$ cat src/rtl/fetch_sequencer.sv
// Program-counter sequencer: owns the PC, start/halt, LUT-resolved branches, call/return stack, run-cycle counter.
// Latency: LutPointer is combinational from BrPtr; ProgCtr/state/counters update one cycle after the inputs.
// Backpressure: Stall freezes PC, stack and state for the cycle while CycleCount keeps counting.
module fetch_sequencer #(
  parameter int PC_W  = 10,
  parameter int PTR_W = 4,
  parameter int DEPTH = 4,
  parameter int CNT_W = 16
) (
  input  logic             Clk,
  input  logic             Reset,
  input  logic             Start,
  input  logic [PC_W-1:0]  StartAddr,
  input  logic             Stall,
  input  logic             Halt,
  input  logic             Jump,
  input  logic             Cond,
  input  logic             Taken,
  input  logic             Call,
  input  logic             Ret,
  input  logic [PTR_W-1:0] BrPtr,
  output logic [PTR_W-1:0] LutPointer,
  input  logic [PC_W-1:0]  AbsAddress,
  output logic [PC_W-1:0]  ProgCtr,
  output logic             Running,
  output logic             Done,
  output logic             Fault,
  output logic [CNT_W-1:0] CycleCount
);

  localparam int IDX_W = $clog2(DEPTH);
  // One extra bit so the pointer can express "full" (sp == DEPTH).
  localparam int SP_W  = IDX_W + 1;

  typedef enum logic [1:0] {
    IDLE = 2'd0,
    RUN  = 2'd1,
    DONE = 2'd2
  } state_t;

  state_t           state, state_nxt;
  logic [PC_W-1:0]  pc, pc_nxt, pc_inc;
  logic [SP_W-1:0]  sp, sp_nxt;
  logic             fault, fault_nxt;
  logic [CNT_W-1:0] cnt, cnt_nxt;
  logic             push;
  logic [IDX_W-1:0] push_idx, top_idx;
  logic [PC_W-1:0]  stack [DEPTH];

  assign LutPointer = BrPtr;
  assign ProgCtr    = pc;
  assign Fault      = fault;
  assign CycleCount = cnt;
  assign Running    = (state == RUN);
  assign Done       = (state == DONE);

  // PC wraps naturally at 2^PC_W; return address and sequential step share this.
  assign pc_inc   = pc + PC_W'(1);
  assign push_idx = sp[IDX_W-1:0];
  assign top_idx  = IDX_W'(sp - SP_W'(1));

  // State, PC, stack pointer, fault and counter registers; reset dominates everything.
  always_ff @(posedge Clk) begin
    if (Reset) begin
      state <= IDLE;
      pc    <= '0;
      sp    <= '0;
      fault <= 1'b0;
      cnt   <= '0;
    end else begin
      state <= state_nxt;
      pc    <= pc_nxt;
      sp    <= sp_nxt;
      fault <= fault_nxt;
      cnt   <= cnt_nxt;
    end
  end

  // Return-stack storage; contents are don't-care after reset so no reset term.
  always_ff @(posedge Clk) begin
    if (push && !Reset) begin
      stack[push_idx] <= pc_inc;
    end
  end

  // Next-state and datapath decode with Halt > Ret > Call > Jump > sequential priority.
  always_comb begin
    state_nxt = state;
    pc_nxt    = pc;
    sp_nxt    = sp;
    fault_nxt = fault;
    cnt_nxt   = cnt;
    push      = 1'b0;

    case (state)
      IDLE, DONE: begin
        // DONE re-launch behaves exactly like a launch from IDLE.
        if (Start) begin
          pc_nxt    = StartAddr;
          cnt_nxt   = '0;
          fault_nxt = 1'b0;
          sp_nxt    = '0;
          state_nxt = RUN;
        end
      end

      RUN: begin
        // Counter runs through stalls and saturates rather than wrapping.
        if (cnt != '1) begin
          cnt_nxt = cnt + CNT_W'(1);
        end
        if (!Stall) begin
          if (Halt) begin
            state_nxt = DONE;
          end else if (Ret) begin
            if (sp == '0) begin
              fault_nxt = 1'b1;
              state_nxt = DONE;
            end else begin
              sp_nxt = sp - SP_W'(1);
              pc_nxt = stack[top_idx];
            end
          end else if (Call) begin
            if (sp == SP_W'(DEPTH)) begin
              fault_nxt = 1'b1;
              state_nxt = DONE;
            end else begin
              push   = 1'b1;
              sp_nxt = sp + SP_W'(1);
              pc_nxt = AbsAddress;
            end
          end else if (Jump && (!Cond || Taken)) begin
            pc_nxt = AbsAddress;
          end else begin
            pc_nxt = pc_inc;
          end
        end
      end

      default: begin
        state_nxt = IDLE;
      end
    endcase
  end

endmodule

$ cat config.mk
export PLATFORM = sky130hd
export DESIGN_NAME = fetch_sequencer
export DESIGN_NICKNAME = d
export VERILOG_FILES = /design/src/rtl/fetch_sequencer.sv
export SDC_FILE = /design/constraint.sdc
export NUM_CORES = 1
export LEC_CHECK = 0
export CAP_MARGIN = 30
export CORE_MARGIN = 2
export CORE_UTILIZATION = 30
export DETAILED_ROUTE_END_ITERATION = 7
export SETUP_SLACK_MARGIN = 0.02
export SYNTH_ARGS = -nofsm -noshare
export SYNTH_HDL_FRONTEND = slang
export SYNTH_SLANG_ARGS = --single-unit
$ cat constraint.sdc
create_clock -name Clk -period 3.8 [get_ports Clk]
set_input_delay 0.57 -clock Clk [delete_from_list [all_inputs] [get_ports Clk]]
set_output_delay 0.57 -clock Clk [all_outputs]
set_load 0.1 [all_outputs]
# Yosys cells after proc, flatten, opt, wreduce, memory -nomap -nowiden
# Memories as Yosys holds them, arrays and structs flattened.
# Index checks and enable logic that the tools add are counted.
[classes]
div_mod_pow = 0
muxes = 44
shift = 0
mul = 0
bitwise_logic = 0
add_sub_neg = 4
eq_ne = 17
reduce_logical = 14
order_cmp = 0
[ops]
columns = ["op", "count"]
rows = [
  ["2-to-1 mux 10 bit", 8],
  ["2-to-1 mux 16 bit", 2],
  ["case mux 16 bit (2 select lines)", 1],
  ["2-to-1 mux 3 bit", 7],
  ["case mux 10 bit (2 select lines)", 1],
  ["adder 16 x 1 -> 16 bit, second input constant", 1],
  ["!= test 16 bit, second input constant", 1],
  ["2-to-1 mux 1 bit", 15],
  ["2-to-1 mux 2 bit", 7],
  ["AND reduction 7 bit", 2],
  ["adder 10 x 1 -> 10 bit, second input constant", 1],
  ["!= test 3 bit, second input constant", 3],
  ["!= test 4 x 3 -> 1 bit, second input constant", 2],
  ["!= test 4 bit, second input constant", 2],
  ["!= test 2 bit, second input constant", 3],
  ["!= test 3 x 2 -> 1 bit, second input constant", 2],
  ["case mux 3 bit (2 select lines)", 1],
  ["AND reduction 6 bit", 1],
  ["AND reduction 5 bit", 1],
  ["case mux 2 bit (2 select lines)", 1],
  ["adder 3 x 1 -> 3 bit, second input constant", 1],
  ["equality test 3 bit, second input constant", 1],
  ["zero test 3 bit", 1],
  ["AND reduction 3 bit", 1],
  ["11 further kinds", 13],
]
[word_totals]
ff_bits = 32
word_cells = 85
ram_bits = 40
romBits = 0
input_bits = 34
latchBits = 0
out_inout_bits = 33
mem_count = 1
[memory_table]
columns = ["memory", "words", "word_bits", "read_ports", "rd_ports_with_merged_regs", "wr", "line", "rtl"]
rows = [
  ["stack", 4, 10, 1, 0, 1, "48", "logic [PC_W-1:0] stack [DEPTH];"],
]

# Logic depth before layout (Yosys ltp)
[depth]
word_depth = 10
mapped_depth = 10
ltp_nobuf = 7

# Least setup slack after synthesis
# Ideal clock, no wire load.
[synth_path]
kind = "register to register"
from = "reg cnt[6], in the netlist CycleCount[6]"
to = "reg cnt[4], in the netlist CycleCount[4]"
setup_ps = 91
required_ps = 3709
stages_incl_launch_ff = 6
arrival_time_ps = 2340
slack_ps = 1369
n_path_buf = 0
synth_period_minus_slack_ps = 2431
path_cell_list = "dfxtp_1 -> nand4_1 -> nor4_4 -> and4_4 -> nor2_2 -> a311oi_1"
[synth_between]
elab_chain_len = 3
[synth_rtl]
columns = ["item", "line", "rtl"]
rows = [
  ["from (decl)", "45", "logic [CNT_W-1:0] cnt, cnt_nxt;"],
  ["from (signal assigned)", "75", "cnt <= cnt_nxt;"],
  ["!= test 16 bit", "109", "if (cnt != '1) begin"],
  ["!= test 2 x 1 -> 1 bit (no source line)", "--", ""],
  ["AND reduction 3 bit (no source line)", "--", ""],
]
# No other way between the ends.
# A chain may end at the register's enable or synchronous reset.

# Worst setup path in the final report
[layout_path]
from = "reg state[0]"
to = "out Done"
[layout_between]
elab_chain_len = 1
[layout_rtl]
columns = ["item", "line", "rtl"]
rows = [
  ["from (decl)", "41", "state_t state, state_nxt;"],
  ["from (signal assigned)", "71", "state <= state_nxt;"],
  ["equality test 2 bit", "55", "assign Done = (state == DONE);"],
  ["to (decl)", "26", "output logic Done,"],
]
# No other way between the ends.

==> run summary <==
The checks that failed: DRC. From synthesis to final layout, the design area changed by 27.7%. Setup repair after global routing left no endpoint under its margin. The initial core utilization came out at about 31%. The number of cells on the worst reg-to-reg path came out at 8. The number of distinct library cells after synthesis is 56. The final core area utilization is about two fifths. The hold-fix buffer count after cts is 0. The number of placed instances, taps included came out at 509. The number of placement rows is 39. The worst setup path is captured at an output pin. For this run, asynchronously set or reset flops after synthesis account for 0%. The path type of the worst setup path is reg -> out. The most frequently used flop master after synthesis is sky130_fd_sc_hd__edfxtp_1. The post-cts gate resize count is 0. In the post-route analysis, the smallest setup slack over all paths is around 1.2 ns. The combined global-route utilization of all metal layers came out at between 10% and 20%. The register area share after synthesis is between 50 and 60%.

The worst register-to-register path has a setup slack of between 1 and 1.5 ns. The routed length per placed instance came out at about 18 µm. The library cell used most frequently in the layout, excluding fill and tap cells, is sky130_fd_sc_hd__clkdlybuf4s50_1. The clock passes through at most 2 buffers.

Routed signal wires occupy layers up through met4. The register bit count reported by yosys is approximately 70. The clock-pin slew on the worst setup and hold paths came out at roughly 0.06 ns. The flow ran to the end, but the final reports show violations. The total of warnings raised by yosys came out at 0. Before CTS, the worst setup slack after placement is between 0.8 and 0.9 ns.

Clock latency on the worst-skew pair, taken at its later pin, is 0.33 ns. Of all nets on the critical path, the largest fanout is 5. The boundary pin count came out at 67. The total overflow left after global routing is 0. Summed over all failing endpoints, the final setup total negative slack is 0 ns. The number of sinks driven by the clock tree came out at a little over 70.

The clock tree skew after final layout came out at 0.00544 ns. The routed wire length came out at roughly 9500 µm. Synthesis produced a netlist with a net count of around 360. 0 antenna diodes ended up in the layout. TritonCTS built the clock tree. For this block, wires on met1 add up to roughly 3900 µm. Input and output buffers added on the ports amount to between 50 and 60. In the layout the commonest cells are sky130_fd_sc_hd__clkdlybuf4s50_1 (57), sky130_fd_sc_hd__edfxtp_1 (40), sky130_fd_sc_hd__dfxtp_1 (32), sky130_fd_sc_hd__nor2_1 (24), sky130_fd_sc_hd__nand2_1 (22). In this run the critical register-to-register path is captured at ProgCtr[9]. The x dimension of the die is about 110 µm. The number of global-route vias before repair is approximately 2800. The via count came out at 2795. The largest net degree at the start of global routing came out at 25. The leakage power figure is roughly 0.0015 µW.

For the pin with the worst max-slew slack, the measured transition is ~0.99 ns. The critical path required time is approximately 3.2 ns. The initial antenna violation count came out at 0. The number of enable flip-flop cells after synthesis is 40. The worst-case IR drop observed on VDD is around 210 µV. The total CTS buffers is 9.

The path class of the tightest hold or removal check is reg -> reg. STA classifies the critical path startpoint as a flip-flop. The wire length of the first global-routing pass came out at 15200 µm.

The max-cap check violation count came out at 0. The core region is 0.0115 mm². The cell area after synthesis came out at around 0.0036 mm². The buffer type at the clock tree root is sky130_fd_sc_hd__clkbuf_16. The length of the first detailed-routing pass in iterations is 7. The H-tree depth is 3. The number of standard cells in the final layout excluding fillers is 525. The setup violation total in the final timing report is 0. The detailed-placement wirelength estimate is a little over 7000 µm. The remaining number of nets flagged by the antenna check after routing came out at 0. The area of all placed cells without fillers is between 0.004 and 0.005 mm². Counting instances, the worst hold path has a depth of 2. The minimum clock period after layout came out at 2.65 ns. The fmax came out at around 380 MHz. The number of max-slew violations in the final report came out at 0. The height of the die came out at 113 µm.

The endpoint of the worst hold path is Fault. Dividing the detail-routed via count by the number of cells gives between 5 and 6. The startpoint of the worst register-to-register path is sp[0].

The startpoint identified for the worst hold timing path is Fault. The ratio of final minimum period to clock period is between 60% and 70%. The final hold violation count is 0. At the end of the flow, the number of nets in the layout was approximately 420. The worst max-slew margin expressed relative to the limit is between 30% and 40%. For this design the ratio of total power to cell area is 463 mW/mm². The DRC violation count after routing came out at 7. The placed instance area is around 0.0042 mm². The arrival time of data at the critical path endpoint is around 2.1 ns. The number of buffers inserted by post-CTS setup repair is 0. The violation count after the first detailed-routing iteration came out at about 190. The routed length on met3 came out at 747 µm.

Cells with a size suffix above 1 make up roughly 10% of the layout. The synthesized area per cell came out at ~11 µm². The floorplan step defined a die boundary enclosing approximately 0.013 mm². The final weighted congestion of routability-driven global placement is 0.902.

In the detailed route, the total length drawn on met2 is ~4700 µm. Counting every instance in the synthesized netlist gives between 300 and 400.
-- synth_stat cells, types with 6 or more instances --
| library cell | count | share of area [%] |
|---|---|---|
| sky130_fd_sc_hd__edfxtp_1 | 40 | 34 |
| sky130_fd_sc_hd__dfxtp_1 | 32 | 18 |
| sky130_fd_sc_hd__nor2_1 | 24 | 2.5 |
| sky130_fd_sc_hd__nand2_1 | 22 | 2.3 |
| sky130_fd_sc_hd__mux2i_1 | 16 | 4.5 |
| sky130_fd_sc_hd__xnor2_1 | 16 | 3.9 |
| sky130_fd_sc_hd__a21oi_1 | 15 | 2.1 |
| sky130_fd_sc_hd__o21ai_0 | 15 | 2.1 |
| sky130_fd_sc_hd__inv_1 | 13 | 1.4 |
| sky130_fd_sc_hd__nand3_1 | 11 | 1.5 |
| sky130_fd_sc_hd__o22ai_1 | 8 | 1.4 |
| sky130_fd_sc_hd__ha_1 | 7 | 2.5 |
| sky130_fd_sc_hd__buf_2 | 6 | 0.84 |
-- routing by layer --
layer / up-vias / GRT usage, %
li1: 1320 / -
met1: 1345 / 18.8
met2: 116 / 27.0
met3: 14 / 4.02
met4: 0 / 4.72
met5: - / 0
-- flip-flops by register name, summed over array words and instances (netlist names) --
name and flops:
CycleCount 16, Fault 1, ProgCtr 10, sp 3, stack 40, state 2
-- cell type report --
type | count | area, µm²
fill | 1114 | 6970
sequential | 72 | 1840
multi-input combinational | 221 | 1580
timing repair buffer | 59 | 586
clock buffer | 9 | 225
tap | 143 | 179
clock inverter | 7 | 83.8
inverter | 14 | 52.6
-- critical path: stages (launching register included) --
cell and delay, ns:
sky130_fd_sc_hd__dfxtp_1 0.34, sky130_fd_sc_hd__nor2b_1 0.22, sky130_fd_sc_hd__clkdlybuf4s50_1 1.18
-- where the power goes --
group	leakage (µW)	switching (µW)	internal (µW)
sequential	0.000625	24.9	848
combinational	0.000751	243	120
clock	0.000149	346	521
-- kinds of logic after synthesis --
logic type                 after synthesis  share of synthesized area, %
muxes                                   21                          7.67
DFF                                     72                          51.8
buffers and inverters                   30                          3.90
and+or+nand+nor                         99                          15.0
xor gates and xnor gates                20                          4.92
adders and majority gates                7                          2.46
AOI/OAI and AO/OA                       74                          14.3
-- through the flow --
| stage | power, µW | hold slack, ns |
|---|---|---|
| 4_1_cts | 2120 | 0.487 |
| 3_3_place_gp | 1250 | 0.478 |
| 5_1_grt | 2180 | 0.545 |
| 3_5_place_dp | 1250 | 0.471 |
| 6_report | 2100 | 0.477 |
| 2_1_floorplan | 1150 | 0.479 |
-- worst max path at each step --
stage                              from            end  slack (ns)  depth (start not counted)
final                          state[0]           Done        1.15                          2
after global routing                Ret    stack[0][4]        1.07                          4
after CTS                    ProgCtr[0]     ProgCtr[0]        1.16                          1
after detailed placement            Ret    stack[1][8]        0.89                          4
after global placement              Ret    stack[1][5]        0.98                          4
after floorplan           CycleCount[6]  CycleCount[4]        1.37                          5
(Power assumes the default switching activity.)
